===== config.mk =====
export PLATFORM = sky130hd
export DESIGN_NAME = alu_arbiter
export DESIGN_NICKNAME = d
export VERILOG_FILES = /design/src/rtl/alu_arbiter.sv
export SDC_FILE = /design/constraint.sdc
export NUM_CORES = 1
export LEC_CHECK = 0
export CORE_MARGIN = 1.5
export CORE_UTILIZATION = 42
export DETAILED_ROUTE_END_ITERATION = 6
export PLACE_DENSITY = 0.95
export SLEW_MARGIN = 20
export SYNTH_ARGS = -nofsm -noshare
export SYNTH_HDL_FRONTEND = slang
export SYNTH_SLANG_ARGS = --single-unit

===== constraint.sdc =====
create_clock -name clk -period 3.8 [get_ports clk]
set_clock_uncertainty 0.15 [all_clocks]
set_input_delay 0.76 -clock clk [delete_from_list [all_inputs] [get_ports clk]]
set_output_delay 0.76 -clock clk [all_outputs]
set_load 0.02 [all_outputs]

===== src/rtl/alu_arbiter.sv =====
`default_nettype none
// ============================================================================
// Module   : alu_arbiter
// Purpose  : Round-robin sharing of one combinational ALU between two
//            valid/ready requesters; accept -> execute -> respond.
// Revision : 1.0  initial release
// ============================================================================
module alu_arbiter #(
  parameter int WIDTH = 32
) (
  input  logic             clk,
  input  logic             rst,
  input  logic             req0_valid,
  output logic             req0_ready,
  input  logic [WIDTH-1:0] req0_a,
  input  logic [WIDTH-1:0] req0_b,
  input  logic [1:0]       req0_op,
  output logic             rsp0_valid,
  input  logic             rsp0_ready,
  output logic [WIDTH-1:0] rsp0_result,
  input  logic             req1_valid,
  output logic             req1_ready,
  input  logic [WIDTH-1:0] req1_a,
  input  logic [WIDTH-1:0] req1_b,
  input  logic [1:0]       req1_op,
  output logic             rsp1_valid,
  input  logic             rsp1_ready,
  output logic [WIDTH-1:0] rsp1_result,
  output logic [WIDTH-1:0] alu_a,
  output logic [WIDTH-1:0] alu_b,
  output logic [1:0]       alu_opcode,
  input  logic [WIDTH-1:0] alu_result,
  output logic             busy
);

  typedef enum logic [1:0] {
    S_IDLE = 2'd0,
    S_EXEC = 2'd1,
    S_RESP = 2'd2
  } state_t;

  state_t           state_q, state_d;
  logic             last_grant_q, last_grant_d;
  logic             owner_q, owner_d;
  logic [WIDTH-1:0] a_q, a_d;
  logic [WIDTH-1:0] b_q, b_d;
  logic [1:0]       op_q, op_d;
  logic [WIDTH-1:0] rsp0_result_q, rsp0_result_d;
  logic [WIDTH-1:0] rsp1_result_q, rsp1_result_d;
  logic             rsp0_valid_q, rsp0_valid_d;
  logic             rsp1_valid_q, rsp1_valid_d;

  logic             grant_vld;
  logic             grant_id;
  logic             rsp_taken;

  // On a tie the requester that did not win last time is chosen.
  always_comb begin
    grant_vld = req0_valid || req1_valid;
    grant_id  = (req0_valid && req1_valid) ? ~last_grant_q : req1_valid;
    rsp_taken = owner_q ? rsp1_ready : rsp0_ready;
  end

  always_comb begin
    state_d       = state_q;
    last_grant_d  = last_grant_q;
    owner_d       = owner_q;
    a_d           = a_q;
    b_d           = b_q;
    op_d          = op_q;
    rsp0_result_d = rsp0_result_q;
    rsp1_result_d = rsp1_result_q;
    rsp0_valid_d  = rsp0_valid_q;
    rsp1_valid_d  = rsp1_valid_q;

    case (state_q)
      S_IDLE: begin
        if (grant_vld) begin
          a_d          = grant_id ? req1_a  : req0_a;
          b_d          = grant_id ? req1_b  : req0_b;
          op_d         = grant_id ? req1_op : req0_op;
          owner_d      = grant_id;
          last_grant_d = grant_id;
          state_d      = S_EXEC;
        end
      end
      S_EXEC: begin
        if (owner_q) begin
          rsp1_result_d = alu_result;
          rsp1_valid_d  = 1'b1;
        end else begin
          rsp0_result_d = alu_result;
          rsp0_valid_d  = 1'b1;
        end
        state_d = S_RESP;
      end
      S_RESP: begin
        if (rsp_taken) begin
          rsp0_valid_d = 1'b0;
          rsp1_valid_d = 1'b0;
          state_d      = S_IDLE;
        end
      end
      default: begin
        state_d = S_IDLE;
      end
    endcase
  end

  always_ff @(posedge clk) begin
    if (rst) begin
      state_q       <= S_IDLE;
      last_grant_q  <= 1'b1;
      owner_q       <= 1'b0;
      a_q           <= '0;
      b_q           <= '0;
      op_q          <= 2'd0;
      rsp0_result_q <= '0;
      rsp1_result_q <= '0;
      rsp0_valid_q  <= 1'b0;
      rsp1_valid_q  <= 1'b0;
    end else begin
      state_q       <= state_d;
      last_grant_q  <= last_grant_d;
      owner_q       <= owner_d;
      a_q           <= a_d;
      b_q           <= b_d;
      op_q          <= op_d;
      rsp0_result_q <= rsp0_result_d;
      rsp1_result_q <= rsp1_result_d;
      rsp0_valid_q  <= rsp0_valid_d;
      rsp1_valid_q  <= rsp1_valid_d;
    end
  end

  // ALU operands come straight from the latches so they never glitch.
  assign alu_a       = a_q;
  assign alu_b       = b_q;
  assign alu_opcode  = op_q;

  assign req0_ready  = (state_q == S_IDLE) && grant_vld && !grant_id;
  assign req1_ready  = (state_q == S_IDLE) && grant_vld &&  grant_id;
  assign rsp0_valid  = rsp0_valid_q;
  assign rsp1_valid  = rsp1_valid_q;
  assign rsp0_result = rsp0_result_q;
  assign rsp1_result = rsp1_result_q;
  assign busy        = (state_q != S_IDLE);

endmodule
`default_nettype wire


==> run_results.csv <==
group,metric,value,unit
timing,period_needed,2.97,ns
timing,final_max_slew_viol_count,0,
clocking,clock_sinks,136,
clocking,cts_root_buffer,"clkbuf_16",
synthesis,synthesis.nets,869,
routing,wl,20900,um
die,core,0.0128,mm2
routing,drt_iter0_drc,742,
final_layout,nets,1124,
synthesis,yosysUniqueCellTypes,26,
timing,setup_viol,0,
clocking,clk_path_buf_depth,2,
timing,max_clock_freq,0.337,GHz
status,outcome,"complete, no violations",
setup_path,cp.arrival,2.06,ns
final_layout,syn_to_final_growth,64.8,%
synthesis,synth-seq-cells,136,
routing,dr.pass1.iters,6,
power_and_ir_drop,power.density,463,mW/mm2
synthesis,syn_area,0.00557,mm2
timing,hold_viol,0,
clocking,ctsHoldBuffers,0,
global_route,grt_pass1_vias,6331,
setup_path,worstPathMaxFanout,12,
clocking,htree_levels,4,
global_route,overflow,0,
synthesis,synth_edf_count,0,
power_and_ir_drop,p_leak,0.00311,uW
place,gp_congestion,0.843,
global_route,track_usage,29.2,%
timing,holdWs,0.303,ns
timing,rsz0062_at_grt,"no",
global_route,grt_pass1_wl,32900,um
synthesis,synth_cells,699,
setup_path,rr_endpoint,"rsp0_result[4]",
timing,setup_tns,0,ns
synthesis,yosys_warnings,0,
setup_path,critical_path_class,"reg -> out",
setup_path,rr_worst_depth,4,
die,dieArea,0.0140,mm2
routing,drcViolationCount,0,
synthesis,syn_avg_cell_area,7.97,um2
synthesis,synth-seq-area-share,48.9,%
setup_path,critPathRequiredTime,2.89,ns
final_layout,antenna_cells,0,
clocking,post_cts_resized,0,
worst_hold_path,holdCritPathClass,"reg -> reg",
place,dp_hpwl,13500,um
die,start_util,43.6,%
place,port_buffers,304,
clocking,cts_buffers,17,
die,die_h,118,um
clocking,clk_pin_slew,0.06,ns
global_route,grt_max_degree,70,
routing,num_vias,6660,
die,rows,41,
setup_path,r2r_start,"state_q[0]",
power_and_ir_drop,vdd_drop_max,0.000252,V
routing,wl_per_cell,18.4,um
routing,vias_per_cell,5.85,
setup_path,crit_end,"req0_ready",
setup_path,worstSetupStartpoint,"state_q[1]",
global_route,antenna_found_initial,1,
timing,slew_headroom,25.0,%
flow_run,cap_violations,0,
timing,worst_pin_slew,1.12,ns
final_layout,drive_above_1_share,5.49,%
synthesis,ys.flop_type,"dfxtp_1",
clocking,cts_post_setup_buffers_inserted,0,
setup_path,critPathLaunchType,"flip-flop",
setup_path,critPathCaptureType,"output port",
die,ios,305,
synthesis,async_reset_ff_share,0,%
routing,ant_nets,0,
clocking,cts_tree,"yes",
timing,post-route-period-util,78.1,%
clocking,insertion_delay,0.41,ns
setup_path,worst-r2r-setup-slack,1.58,ns
die,die_x,118,um
==> layout make-up <==
| type | count | area [um2] |
|---|---|---|
| clock buffers | 19 | 443 |
| clock inverters | 12 | 175 |
| fillers | 903 | 3590 |
| inverters | 2 | 7.51 |
| multi-input cells | 480 | 2470 |
| flip-flops and latches | 136 | 2720 |
| well taps | 172 | 215 |
| repair buffers | 317 | 3150 |
==> Yosys cell counts (2+ instances only) <==
cell type / count / share of area, %
dfxtp_1: 136 / 49
nand2_1: 129 / 8.7
a21oi_1: 68 / 6.1
a31oi_1: 66 / 7.4
nand3_1: 66 / 5.9
nand4_1: 66 / 7.4
o21ai_0: 56 / 5.0
clkbuf_1: 34 / 2.3
buf_2: 27 / 2.4
o21ai_1: 14 / 1.3
clkbuf_2: 7 / 0.63
buf_1: 6 / 0.40
buf_4: 6 / 0.81
nand2b_1: 3 / 0.34
nand3b_1: 3 / 0.40
nor2_4: 2 / 0.40
==> worst max-delay path, cell delays in order, from the launching register on <==
cell,delay (ns)
dfxtp_1,0.44
nor2_4,0.35
and3_1,0.21
clkdlybuf4s50_1,0.64
==> metrics by stage <==
stage	util (%)	std cells	worst slack, ns	power (uW)	area [um2]
floorplan	-	699	1.17	2070	5570
global placement	67.0	1106	0.881	2510	8550
detailed placement	67.1	1107	0.865	2530	8570
CTS	71.9	1138	0.819	4260	9190
global route	71.9	1138	0.762	4400	9190
finish	71.9	1138	0.834	4250	9190
==> registers in the layout, summed over array words and instances, names as in the netlist <==
signal	count
owner_q	1
rsp1_valid	1
rsp1_result	32
last_grant_q	1
rsp0_valid	1
alu_a	32
rsp0_result	32
state_q	2
alu_opcode	2
alu_b	32
==> power by group <==
group / total [uW] / internal [uW] / switching (uW)
sequential: 1590 / 1530 / 60.3
combinational: 927 / 430 / 496
clock: 1740 / 1110 / 626
total: 4250 / 3070 / 1180
==> cells in the final DEF (no fill, tap or decap), drive strengths merged, types with 2 or more instances in the layout <==
cell type,netlist,final
clkinv,0,4
bufinv,0,4
clkdlybuf4s50,0,301
a21oi,68,68
clkinvlp,0,3
a31oi,66,66
nand2,129,129
nor2,2,2
clkbuf,41,19
inv,2,3
dfxtp,136,136
nand3,66,66
nand3b,3,3
nand2b,3,3
o21ai,70,70
nand4,66,66
buf,40,16
==> how the worst min path moves through the flow <==
stage               startpoint         endpoint  slack [ns]  cells past startpoint
3_3_place_gp    rsp1_result[1]   rsp1_result[1]        0.29                      2
4_1_cts        rsp0_result[12]  rsp0_result[12]        0.30                      2
5_1_grt        rsp0_result[20]  rsp0_result[20]        0.32                      2
3_5_place_dp   rsp0_result[12]  rsp0_result[12]        0.30                      2
6_report       rsp1_result[30]  rsp1_result[30]        0.30                      2
2_1_floorplan     last_grant_q     last_grant_q        0.36                      2
==> cell families (layout without fill, tap and decap cells) <==
family,Yosys count,after routing,synth area share [%]
buffers and inverters,83,350,6.89
flip-flops,136,136,48.9
multiplexers,1,1,0.180
AO/OA/AOI/OAI,205,205,20.2
AND/OR/NAND/NOR,274,274,23.9
==> routing by layer <==
layer / GRT usage [%] / share of wire, %
met5: 0 / 0.062
met4: 16.9 / 4.8
met3: 9.36 / 11
met2: 48.3 / 48
met1: 33.0 / 36
No activity file was read; power rests on OpenSTA's default activity.
